==> config.mk <==
export PLATFORM = sky130hd
export DESIGN_NAME = phase_diff_avg_flat
export DESIGN_NICKNAME = d
export VERILOG_FILES = /design/src/rtl/phase_diff_avg_if.sv /design/src/rtl/phase_diff_avg.sv /design/src/flat_wrapper.sv
export SDC_FILE = /design/constraint.sdc
export NUM_CORES = 1
export LEC_CHECK = 0
export ABC_AREA = 0
export CAP_MARGIN = 20
export CORE_UTILIZATION = 48
export CTS_BUF_LIST = sky130_fd_sc_hd__clkbuf_2 sky130_fd_sc_hd__clkbuf_4 sky130_fd_sc_hd__clkbuf_8
export DETAILED_ROUTE_END_ITERATION = 16
export DONT_BUFFER_PORTS = 1
export GPL_ROUTABILITY_DRIVEN = 0
export REMOVE_ABC_BUFFERS = 1
export SKIP_LAST_GASP = 1
export SLEW_MARGIN = 25
export SYNTH_ARGS = -nofsm -noshare
export SYNTH_HDL_FRONTEND = slang
export SYNTH_SLANG_ARGS = --single-unit
==> constraint.sdc <==
create_clock -name clock -period 8.75 [get_ports clock]
set_input_delay 1.3125 -clock clock [delete_from_list [all_inputs] [get_ports clock]]
set_output_delay 1.3125 -clock clock [all_outputs]
set_load 0.03 [all_outputs]
==> src/rtl/phase_diff_avg_if.sv <==
// Bus bundle for phase_diff_avg: phase snapshot strobe in, averaged
// baseline differences plus status out.
//
// Handshake: phase_valid is a one-cycle strobe with no ready. The phase
// words must be stable in the strobed cycle. A strobe is accepted only
// when busy is low. A strobe seen while busy is dropped and reported by a
// one-cycle overrun pulse on the next cycle. out_valid is a one-cycle pulse
// and the diff words are updated in that same cycle. They then hold their
// values until the next pulse. state_dbg mirrors the internal FSM state.
interface phase_diff_avg_if;
  logic               phase_valid;
  logic signed [15:0] phase1;
  logic signed [15:0] phase2;
  logic signed [15:0] phase3;
  logic signed [15:0] phase4;
  logic               clear;
  logic signed [15:0] diff12;
  logic signed [15:0] diff13;
  logic signed [15:0] diff14;
  logic               out_valid;
  logic               busy;
  logic               overrun;
  logic [2:0]         state_dbg;

  modport master (
    output phase_valid, phase1, phase2, phase3, phase4, clear,
    input  diff12, diff13, diff14, out_valid, busy, overrun, state_dbg
  );

  modport slave (
    input  phase_valid, phase1, phase2, phase3, phase4, clear,
    output diff12, diff13, diff14, out_valid, busy, overrun, state_dbg
  );
endinterface

==> src/rtl/phase_diff_avg.sv <==
// Averaged baseline phase differences (1-2, 1-3, 1-4) for four hydrophone
// phases in 9Q7 degrees. A single subtract/wrap unit is shared across the
// three baselines over three cycles. 2^LOG2N difference sets are summed,
// and the floor mean is published with a one-cycle valid strobe.
module phase_diff_avg #(
  parameter int LOG2N = 2
) (
  input logic             clock,
  input logic             reset,
  phase_diff_avg_if.slave bus
);

  localparam int ACC_W = 16 + LOG2N;
  localparam logic [LOG2N:0] COUNT_MAX = (LOG2N + 1)'(1) << LOG2N;
  localparam logic [LOG2N:0] COUNT_ONE = (LOG2N + 1)'(1);

  typedef enum logic [2:0] {
    IDLE = 3'd0,
    D12  = 3'd1,
    D13  = 3'd2,
    D14  = 3'd3,
    DONE = 3'd4
  } state_t;

  state_t state;

  logic signed [15:0]      snap1;
  logic signed [15:0]      snap2;
  logic signed [15:0]      snap3;
  logic signed [15:0]      snap4;
  logic signed [ACC_W-1:0] acc12;
  logic signed [ACC_W-1:0] acc13;
  logic signed [ACC_W-1:0] acc14;
  logic [LOG2N:0]          count;
  logic [LOG2N:0]          count_inc;

  logic signed [15:0]      diff12_q;
  logic signed [15:0]      diff13_q;
  logic signed [15:0]      diff14_q;
  logic                    out_valid_q;
  logic                    busy_q;
  logic                    overrun_q;

  // Shared subtract/wrap datapath signals
  logic signed [15:0]      sub_b;
  logic signed [16:0]      raw;
  logic signed [15:0]      wrapped;
  logic signed [ACC_W-1:0] wrapped_ext;

  // Pick the baseline partner for the difference being formed this cycle
  always_comb begin
    sub_b = snap2;
    case (state)
      D13:     sub_b = snap3;
      D14:     sub_b = snap4;
      default: sub_b = snap2;
    endcase
  end

  assign raw = 17'(snap1) - 17'(sub_b);

  // Fold the raw difference back into [-180, +180) degrees
  always_comb begin
    wrapped = 16'(raw);
    if (raw >= 17'sd23040) begin
      wrapped = 16'(raw - 17'sd46080);
    end else if (raw < -17'sd23040) begin
      wrapped = 16'(raw + 17'sd46080);
    end
  end

  assign wrapped_ext = ACC_W'(wrapped);
  assign count_inc   = count + COUNT_ONE;

  // Sequencer: snapshot, three accumulate steps, optional publish step
  always_ff @(posedge clock or posedge reset) begin
    if (reset) begin
      state       <= IDLE;
      snap1       <= '0;
      snap2       <= '0;
      snap3       <= '0;
      snap4       <= '0;
      acc12       <= '0;
      acc13       <= '0;
      acc14       <= '0;
      count       <= '0;
      diff12_q    <= '0;
      diff13_q    <= '0;
      diff14_q    <= '0;
      out_valid_q <= 1'b0;
      busy_q      <= 1'b0;
      overrun_q   <= 1'b0;
    end else begin
      out_valid_q <= 1'b0;
      // A strobe that lands while the sequencer is occupied is lost
      overrun_q   <= bus.phase_valid && (state != IDLE) && !bus.clear;
      if (bus.clear) begin
        state  <= IDLE;
        snap1  <= '0;
        snap2  <= '0;
        snap3  <= '0;
        snap4  <= '0;
        acc12  <= '0;
        acc13  <= '0;
        acc14  <= '0;
        count  <= '0;
        busy_q <= 1'b0;
      end else begin
        case (state)
          IDLE: begin
            if (bus.phase_valid) begin
              snap1  <= bus.phase1;
              snap2  <= bus.phase2;
              snap3  <= bus.phase3;
              snap4  <= bus.phase4;
              state  <= D12;
              busy_q <= 1'b1;
            end
          end
          D12: begin
            acc12 <= acc12 + wrapped_ext;
            state <= D13;
          end
          D13: begin
            acc13 <= acc13 + wrapped_ext;
            state <= D14;
          end
          D14: begin
            acc14 <= acc14 + wrapped_ext;
            count <= count_inc;
            if (count_inc == COUNT_MAX) begin
              state <= DONE;
            end else begin
              state  <= IDLE;
              busy_q <= 1'b0;
            end
          end
          DONE: begin
            // Arithmetic shift gives the floor of the mean
            diff12_q    <= 16'(acc12 >>> LOG2N);
            diff13_q    <= 16'(acc13 >>> LOG2N);
            diff14_q    <= 16'(acc14 >>> LOG2N);
            out_valid_q <= 1'b1;
            acc12       <= '0;
            acc13       <= '0;
            acc14       <= '0;
            count       <= '0;
            state       <= IDLE;
            busy_q      <= 1'b0;
          end
          default: begin
            state  <= IDLE;
            busy_q <= 1'b0;
          end
        endcase
      end
    end
  end

  assign bus.diff12    = diff12_q;
  assign bus.diff13    = diff13_q;
  assign bus.diff14    = diff14_q;
  assign bus.out_valid = out_valid_q;
  assign bus.busy      = busy_q;
  assign bus.overrun   = overrun_q;
  assign bus.state_dbg = state;

endmodule

==> src/flat_wrapper.sv <==
// flat-port wrapper written by rule: the top's interface ports become plain ports
module phase_diff_avg_flat 
#(
  parameter int LOG2N = 2
)
  (clock, reset, bus_phase_valid, bus_phase1, bus_phase2, bus_phase3, bus_phase4, bus_clear, bus_diff12, bus_diff13, bus_diff14, bus_out_valid, bus_busy, bus_overrun, bus_state_dbg);
  phase_diff_avg_if bus_i ();
  input logic clock;
  input logic reset;
  input wire logic [$bits(bus_i.phase_valid)-1:0] bus_phase_valid;
  input wire logic [$bits(bus_i.phase1)-1:0] bus_phase1;
  input wire logic [$bits(bus_i.phase2)-1:0] bus_phase2;
  input wire logic [$bits(bus_i.phase3)-1:0] bus_phase3;
  input wire logic [$bits(bus_i.phase4)-1:0] bus_phase4;
  input wire logic [$bits(bus_i.clear)-1:0] bus_clear;
  output wire logic [$bits(bus_i.diff12)-1:0] bus_diff12;
  output wire logic [$bits(bus_i.diff13)-1:0] bus_diff13;
  output wire logic [$bits(bus_i.diff14)-1:0] bus_diff14;
  output wire logic [$bits(bus_i.out_valid)-1:0] bus_out_valid;
  output wire logic [$bits(bus_i.busy)-1:0] bus_busy;
  output wire logic [$bits(bus_i.overrun)-1:0] bus_overrun;
  output wire logic [$bits(bus_i.state_dbg)-1:0] bus_state_dbg;
  assign bus_i.phase_valid = bus_phase_valid;
  assign bus_i.phase1 = bus_phase1;
  assign bus_i.phase2 = bus_phase2;
  assign bus_i.phase3 = bus_phase3;
  assign bus_i.phase4 = bus_phase4;
  assign bus_i.clear = bus_clear;
  assign bus_diff12 = bus_i.diff12;
  assign bus_diff13 = bus_i.diff13;
  assign bus_diff14 = bus_i.diff14;
  assign bus_out_valid = bus_i.out_valid;
  assign bus_busy = bus_i.busy;
  assign bus_overrun = bus_i.overrun;
  assign bus_state_dbg = bus_i.state_dbg;
  phase_diff_avg #(.LOG2N(LOG2N)) u_core (.clock(clock), .reset(reset), .bus(bus_i));
endmodule
# After elaboration in Yosys (flattened, before gate mapping)
# Cells that the tools add are included.
# totals
regBits	175
input_bits	68
out_inout_bits	54
wordCells	80
# classes
addsub	7
n_lt_le_gt_ge	2
eq_ne	8
mux	33
n_bitwise	1
n_reduce_logical	14
# op_table
cell	count
2-to-1 mux 16 bit	14
case mux 18 bit (2 select lines)	3
adder 18 x 16 -> 18 bit	3
2-to-1 mux 18 bit	3
case mux 16 bit (2 select lines)	1
greater-or-equal comparator 17 x 16 -> 1 bit (second input constant)	1
< comparator 17 x 16 -> 1 bit (second input constant)	1
subtractor 16 x 16 -> 17 bit	1
adder 16 bit (second input constant)	1
subtractor 16 bit (second input constant)	1
2-to-1 mux 3 bit	4
case mux 3 bit (4 select lines)	1
nonzero test 3 bit	4
== test 3 x 2 -> 1 bit (second input constant)	2
== test 3 bit (second input constant)	2
inequality test 3 bit (second input constant)	2
case mux 3 bit (2 select lines)	1
2-to-1 mux 1 bit	5
AND reduction 2 bit	2
nonzero test 2 bit	2
adder 3 x 1 -> 3 bit (second input constant)	1
== test 3 x 1 -> 1 bit (second input constant)	1
zero test 3 bit	1
case mux 1 bit (3 select lines)	1
other kinds (6)	7

# Depth between registers and ports, before layout
# Gate-level depths: netlist of the first run.
# depth
ltp_word	9
ltp_mapped	27
mapped_depth_nobuf	24

# Worst setup path after synthesis of the first run
# OpenSTA, ideal clock, no wires.
# synth_path
path_type	reg-to-reg
start	reg u_core.state[0] (netlist: u_core.bus.state_dbg[0])
end	reg u_core.acc14[17]
setup_time_ps	80
arrival_ps	6821
required_ps	8670
setup_slack_ps	1849
path_stages_with_launch	26
cell_sequence	dfrtp_1 clkbuf_1 buf_1 buf_1 mux2i_1 o21ai_0 ha_1 fa_1 nand2b_1 a2111oi_2 or2_1 o21ai_0 a211o_1 a21boi_1 o21ai_0 mux2i_1 xor2_1 ha_1 a21o_1 and2_1 a211o_1 a31o_2 a31o_1 nand3_1 or4b_1 o211ai_2
# synth_between
elab_chain_len	9
# synth_lines
item	line	text
start, declared	phase_diff_avg.sv:25	state_t state;
start signal, assigned	phase_diff_avg.sv:78	state <= IDLE;
start signal, assigned	phase_diff_avg.sv:98	state <= IDLE;
start signal, assigned	phase_diff_avg.sv:116	state <= D12;
== test 3 x 2 -> 1 bit, on equally long branches	phase_diff_avg.sv:53, phase_diff_avg.sv:109	
case mux 16 bit (2 select lines)	phase_diff_avg.sv:53	case (state)
subtractor 16 x 16 -> 17 bit	phase_diff_avg.sv:60	assign raw = 17'(snap1) - 17'(sub_b);
adder 16 bit or < comparator 17 x 16 -> 1 bit (tied branches)	phase_diff_avg.sv:68, phase_diff_avg.sv:67	
2-to-1 mux 16 bit	phase_diff_avg.sv:67	end else if (raw < -17'sd23040) begin
2-to-1 mux 16 bit	phase_diff_avg.sv:65	if (raw >= 17'sd23040) begin
adder 18 x 16 -> 18 bit	phase_diff_avg.sv:129	acc14 <= acc14 + wrapped_ext;
case mux 18 bit (2 select lines)	phase_diff_avg.sv:109	case (state)
2-to-1 mux 18 bit	phase_diff_avg.sv:97	if (bus.clear) begin
end signal, assigned	phase_diff_avg.sv:129	
end, declared	phase_diff_avg.sv:33	logic signed [ACC_W-1:0] acc14;
# Parallel ways exist; a longest one is shown, timed or not.
# A chain may end at the register's enable or synchronous reset.

# Worst setup path after layout of the first run
# layout_path
start	reg u_core.state[2] (netlist: u_core.bus.state_dbg[2])
end	reg u_core.acc14[17]
# The elaborated chain is that of the path after synthesis.

==> results by group, run 1 <==
STA
  – Slew headroom: 40.6%
  – Final setup vio count: 0
  – Hold_ws: 0.484 ns
  – Fmax: 144 MHz
  – Skew final: 0.0119 ns
  – Final Cycle Share: 79.3%
  – TNS Setup: 0 ns
  – Final hold violation count: 0
  – Tmin final: 6.94 ns
  – RSZ-0062 raised after global routing: false
  – Least-Margin Pin Slew: 0.891 ns
  – Slew Limit Fails: 0

Die
  – Die area: 21500 um2
  – Die Y-Extent: 147 um
  – Num ports: 122
  – Core Rows: 52
  – Core area: 20400 um2
  – Initial Util: 49.3%
  – Die width: 147 um

Global route
  – Initial antenna violation count: 0
  – Grt total ovfl: 0
  – Grt peak-use layer: met2
  – Number of global-route vias before repair: 7173
  – GRT Total Usage: 21.3%
  – M2 GR Usage: 33.8%
  – GR Util met1: 29.0%
  – First-pass GRT wire length: 36500 um
  – Pin count of the biggest net entering global routing: 71
  – Met3 usage: 5.19%

Setup path
  – Max incr delay on CP: 0.70 ns
  – CP Cell Sequence: nand2b_1, buf_4, o21ai_0, ha_1, fa_1, nand2b_1, a2111oi_2, or2_1, o21ai_0, a211o_1, a21boi_1, o21ai_0, mux2i_1, xor2_1, ha_1, a21o_1, and2_1, a211o_1, a31o_2, a31o_1, nand3_1, or4b_1, o211ai_2
  – CP delay by family, top: compound AO/OA/AOI/OAI gates
  – CP bufs+invs: 1
  – Worst Setup End Kind: flip-flop
  – Worst setup SP type: flip-flop
  – Worst Path Class, Setup: reg -> reg
  – WP data required: 9.13 ns
  – CP max-delay cell: dfrtp_1
  – Crit-path max FO: 38
  – Critical Path AT: 7.32 ns
  – Worst path most repeated cell: o21ai_0

Layout
  – Most common cell after layout, fill and taps aside: dfrtp_1
  – Largest registers: u_core.acc12: 18 flops, u_core.acc13: 18 flops, u_core.acc14: 18 flops
  – Antenna fix cells: 0
  – Share of cells above drive strength 1: 12.1%
  – Nets@finish: 1101
  – FILL cells: 1838
  – Most frequent cells in the layout: dfrtp_1 (174), nand2_1 (85), o21ai_0 (71)
  – Area grow syn2layout: 7.49%
  – Design area: 10800 um2
  – Multi-input gate area: 5420 um2
  – Register area: 4380 um2

Clock network
  – Num CTS Buffers: 17
  – Clk sinks: 175
  – Post-CTS Hold Fix Bufs: 0
  – H-tree depth: 4
  – Post-CTS Setup Bufs: 0
  – Longest Clk Path Bufs: 2
  – Clock Pin Slew Worst Setup and Hold Paths: 0.08 ns
  – Root buffer cell: clkbuf_8
  – TritonCTS clock tree: done
  – Post_cts resized: 0
  – Clock Latency Late Sink: 0.46 ns

Place
  – Port bufs: 0
  – Post-DP HPWL: 15600 um
  – Dpl cell area: 10400 um2

Power
  – Worst IR drop on VDD: 0.000114 V
  – Leakage power: 5.07 nW
  – Pwr dens: 274 nW/um2

Route
  – Antenna-violating nets left: 0
  – DR vias: 7139
  – Number of remaining DRC errors: 0
  – Drt wl/cell: 17.3 um
  – Iter 0 DRT Violations: 447
  – Final wirelength: 21600 um
  – Vias per cell: 5.73
  – Pre-antenna DRT Iters: 5

Yosys
  – Synth Register Bits: 175
  – Asr flop ratio synth: 100%
  – Seq/Total Area, Yosys: 43.6%
  – Post-synth top area share: 43.6%
  – Synth top area cells: dfrtp_1 (44%), ha_1 (8.2%), a22o_1 (6.0%)
  – Synth cell types: 73
  – Synthesized area: 10000 um2
  – Cells after synthesis: 974
  – Syn avg cell area: 10.3 um2
  – Cell taking the most area after synthesis: dfrtp_1
  – Prevailing post-synth register cell: dfrtp_1
  – Yosys warning total: 0
  – Post-synth EDFFs: 0

Status
  – Status: finished clean

Min path
  – Hold WC Path Type: reg -> reg

Flow run
  – Max-cap viol count: 0
per-layer routing:
metal | wire [um] | vias up
li1 | - | 3571
met1 | 10500 | 3430
met2 | 9970 | 130
met3 | 1010 | 8
met4 | 125 | 0
met5 | 0 | -
worst min-delay path, stage by stage, from the launching register on:
cell and delay (ns):
dfrtp_1 0.35, nand2_1 0.04, o21ai_0 0.06
cells by family (layout without fill, tap and decap cells):
family                     Yosys count  after routing  share of synthesized area [%]
DFF                                175            175                           43.6
AOI/OAI and AO/OA                  299            299                           21.2
xor gates and xnor gates            47             47                           4.17
buffers and inverters               74             75                           2.77
adders and majority gates           75             75                           9.52
and+or+nand+nor                    237            237                           11.5
muxes                               67             67                           7.27
through the flow:
step                util, %  instances  total power [mW]  setup slack, ns
finish                 53.0       1245              2.96             1.81
global route           53.0       1245              3.21             1.34
CTS                    53.0       1245              2.98             1.79
detailed placement     50.9       1214              2.34             1.83
global placement       50.9       1214              2.32             2.05
floorplan                 -        931              2.06             1.54
final cells by class:
type / instances / area share, %
Multi-Input combinational cell: 725 / 50.2
Inverter: 31 / 1.12
Sequential cell: 175 / 40.6
Timing Repair Buffer: 13 / 0.904
Clock buffer: 21 / 2.56
Tap cell: 270 / 3.13
Clock inverter: 10 / 1.48
synthesized netlist by cell type, drive strengths merged (6+ instances only):
master and count:
nor3 18, a21boi 6, nand2b 11, o31ai 12, nor2 56, or3 6, dfrtp 175, inv 31
nor2b 12, o21a 8, ha 66, a21oi 58, mux2 48, nand3 6, o21ai 71, clkbuf 37
a21o 12, and3 8, a22o 69, nand2 85, mux2i 19, xor2 22, o211ai 6, a211oi 12
xnor2 25, buf 6
worst paths after layout:
kind,from,slack (ns),depth (start not counted),endpoint
worst min-delay path,u_core.count[2]$_DFFE_PP0P_,0.48,2,u_core.count[2]$_DFFE_PP0P_
min in group asynchronous,reset,0.70,1,u_core.snap4[2]$_DFFE_PP0P_
worst max-delay path,u_core.bus.state_dbg[2]$_DFFE_PP0P_,1.81,23,u_core.acc14[17]$_DFFE_PP0P_
max in group asynchronous,reset,6.83,2,u_core.bus.diff12[10]$_DFFE_PP0P_
worst max register to register,u_core.bus.state_dbg[2]$_DFFE_PP0P_,1.81,23,u_core.acc14[17]$_DFFE_PP0P_
worst min register to register,u_core.count[2]$_DFFE_PP0P_,0.48,2,u_core.count[2]$_DFFE_PP0P_
power by group:
part | leakage, nW | internal (mW) | switching [mW]
Combinational | 2.45 | 0.598 | 0.794
Clock | 0.223 | 0.331 | 0.298
Sequential | 2.40 | 0.872 | 0.0672
Total | 5.07 | 1.80 | 1.16
Power figures use the tool's default switching activity.
==> run 2, diff against run 1 <==
==> constraint.sdc (replaced) <==
create_clock -name clock -period 6.49 [get_ports clock]
set_input_delay 0.9735 -clock clock [delete_from_list [all_inputs] [get_ports clock]]
set_output_delay 0.9735 -clock clock [all_outputs]
set_load 0.03 [all_outputs]
==> results by group, run 2 (synthesis results as in run 1) <==
Route
  – Pre-antenna DRT Iters: 4 (-1)
  – Vias per cell: 5.73 (about the same)
  – Antenna-violating nets left: 0 (unchanged)
  – Drt wl/cell: 16.9 um (-2.8%)
  – Number of remaining DRC errors: 0 (unchanged)
  – DR vias: 7201 (+0.87%)
  – Final wirelength: 21200 um (-2.0%)
  – Iter 0 DRT Violations: 338 (-24%)

Setup path
  – CP max-delay cell: dfrtp_2
  – Crit-path max FO: 10 (-74%)
  – WP data required: 6.87 ns (-2.26 ns)
  – Critical Path AT: 6.47 ns (-0.85 ns)
  – Worst Setup End Kind: flip-flop
  – CP Cell Sequence: buf_4, mux2i_1, nor2_1, a21oi_1, ha_1, a21boi_0, o21a_1, o31a_1, o41a_1, xnor2_2, a21boi_2, o21ai_0, mux2i_1, xor2_2, ha_1, a21o_1, and2_1, a211o_1, a31o_2, a31o_1, nand3_1, or4b_1, o211ai_2
  – Max incr delay on CP: 0.55 ns (-0.15 ns)
  – Worst setup SP type: flip-flop
  – CP delay by family, top: compound AO/OA/AOI/OAI gates
  – CP bufs+invs: 1 (unchanged)
  – Worst Path Class, Setup: reg -> reg

Die
  – Initial Util: 49.3% (unchanged)
  – Die Y-Extent: 147 um (unchanged)
  – Core Rows: 52 (unchanged)
  – Num ports: 122 (unchanged)
  – Die area: 21500 um2 (unchanged)
  – Core area: 20400 um2 (unchanged)
  – Die width: 147 um (unchanged)

Place
  – Post-DP HPWL: 15600 um (+0.37%)
  – Dpl cell area: 10400 um2 (+0.75%)
  – Port bufs: 0 (unchanged)

Clock network
  – Post-CTS Hold Fix Bufs: 0 (unchanged)
  – Post-CTS Setup Bufs: 0 (unchanged)
  – TritonCTS clock tree: done
  – Clk sinks: 175 (unchanged)
  – Clock Latency Late Sink: 0.46 ns (about the same)
  – Root buffer cell: clkbuf_8
  – Clock Pin Slew Worst Setup and Hold Paths: 0.10 ns (+0.02 ns)
  – Longest Clk Path Bufs: 2 (unchanged)
  – Num CTS Buffers: 17 (unchanged)
  – H-tree depth: 4 (unchanged)

STA
  – Hold_ws: 0.362 ns (-0.123 ns)
  – Final hold violation count: 0 (unchanged)
  – Fmax: 164 MHz (+14%)
  – Slew headroom: 45.8% (+5.2 points)
  – Least-Margin Pin Slew: 0.813 ns (-0.0779 ns)
  – Tmin final: 6.08 ns (-0.854 ns)
  – Skew final: 0.00871 ns (-0.00323 ns)
  – TNS Setup: 0 ns (unchanged)
  – Final Cycle Share: 93.8% (+14 points)
  – Slew Limit Fails: 0 (unchanged)
  – Final setup vio count: 0 (unchanged)

Global route
  – Number of global-route vias before repair: 7219 (+0.64%)
  – Pin count of the biggest net entering global routing: 73 (+2.8%)
  – Initial antenna violation count: 0 (unchanged)
  – First-pass GRT wire length: 36100 um (-1.2%)
  – Grt total ovfl: 0 (unchanged)
  – GRT Total Usage: 20.8% (-0.49 points)

Layout
  – Nets@finish: 1111 (+0.91%)
  – Most frequent cells in the layout: dfrtp_1 (174), nand2_1 (85), a22o_1 (69), o21ai_0 (69), ha_1 (66)
  – Multi-input gate area: 5460 um2 (+0.74%)
  – Share of cells above drive strength 1: 13.8% (+1.7 points)
  – Largest registers: u_core.acc12: 18 flops, u_core.acc13: 18 flops, u_core.acc14: 18 flops
  – Design area: 10900 um2 (+1.1%)
  – FILL cells: 1844 (+0.33%)
  – Most common cell after layout, fill and taps aside: dfrtp_1
  – Register area: 4380 um2 (unchanged)
  – Antenna fix cells: 0 (unchanged)
  – Area grow syn2layout: 8.66%

Power
  – Logic pwr share: 48.1% (+1.1 points)
  – Net switching power: 1.61 mW (+39%)
  – Leakage power: 5.12 nW (+1.0%)
  – Internal: 2.36 mW (+31%)
  – Clock Power Share: 20.1% (-1.2 points)
  – Sequential share of power: 31.7% (about the same)
  – Worst IR drop on VDD: 0.000154 V (+35%)
  – Net Sw Frac: 40.5% (+1.3 points)
  – Pwr dens: 364 nW/um2 (+33%)

Flow run
  – Max-cap viol count: 0 (unchanged)

Status
  – Status: finished clean

Min path
  – Hold WC Path Type: in -> async
-- run 2: changes by cell type in the layout (fill, tap and decap cells not counted), sizes merged --
cell | previous run | this run
bufinv | 4 | 2
clkinvlp | 1 | 3
clkinv | 4 | 5
inv | 32 | 36
buf | 13 | 23
clkbuf | 21 | 17
-- run 2: final cells by class --
type / instances / share of cell area (%)
inverters: 31 / 1.11
clock inverters: 15 / 1.66
repair buffers: 23 / 1.80
clock buffers: 17 / 2.14
flip-flops and latches: 175 / 40.1
well taps: 270 / 3.10
multi-input cells: 725 / 50.1
-- run 2: worst register-to-register path, delay by kind of cell (launching register included) --
family / cells / cell delay (ns)
compound gates: 12 / 2.74
xor+xnor: 2 / 0.53
fa+ha+maj: 2 / 0.64
buf+inv: 1 / 0.28
flops: 1 / 0.55
mux: 2 / 0.52
simple gates: 4 / 0.76
-- run 2: layer usage --
metal  up-vias  global-route usage, %  routed length (um)
li1       3589                      -                   -
met1      3462                   29.1               10500
met2       132                   32.7                9570
met3        18                   4.25                 885
met4         0                   5.42                 209
met5         -                      0                   0
-- run 2: stage by stage --
stage	cells	total power, mW	util, %	worst slack (ns)
final	1256	3.97	53.6	0.405
after global placement	1223	3.14	51.2	0.374
after global routing	1256	4.28	53.6	-0.0116
after detailed placement	1223	3.16	51.3	0.145
after CTS	1255	3.98	53.3	0.104
after floorplan	931	2.78	-	-0.559
-- run 2: worst paths after layout --
check | startpoint | to | slack (ns) | depth (start not counted)
setup / recovery | u_core.bus.state_dbg[0]$_DFFE_PP0P_ | u_core.acc14[17]$_DFFE_PP0P_ | 0.41 | 23
hold / removal | reset | u_core.snap4[2]$_DFFE_PP0P_ | 0.36 | 1
setup reg to reg | u_core.bus.state_dbg[0]$_DFFE_PP0P_ | u_core.acc14[17]$_DFFE_PP0P_ | 0.41 | 23
hold reg to reg | u_core.count[2]$_DFFE_PP0P_ | u_core.count[2]$_DFFE_PP0P_ | 0.49 | 2
max in group asynchronous | reset | u_core.bus.diff14[12]$_DFFE_PP0P_ | 4.96 | 2
min in group clock | u_core.count[2]$_DFFE_PP0P_ | u_core.count[2]$_DFFE_PP0P_ | 0.49 | 2
-- run 2: timing repair --
| action | 4_1_cts | 5_1_grt |
|---|---|---|
| resized for setup | 0 | 8 |
| hold endpoints to repair | 0 | 0 |
| setup endpoints to repair | 0 | 3 |
-- run 2: power by group through the flow --
stage          registers [mW]  clock network (mW)  logic (mW)
2_1_floorplan            1.25                   0        1.53
3_3_place_gp             1.28                   0        1.86
3_5_place_dp             1.28                   0        1.88
4_1_cts                  1.26               0.827        1.89
5_1_grt                  1.27               0.869        2.14
6_report                 1.26               0.799        1.91
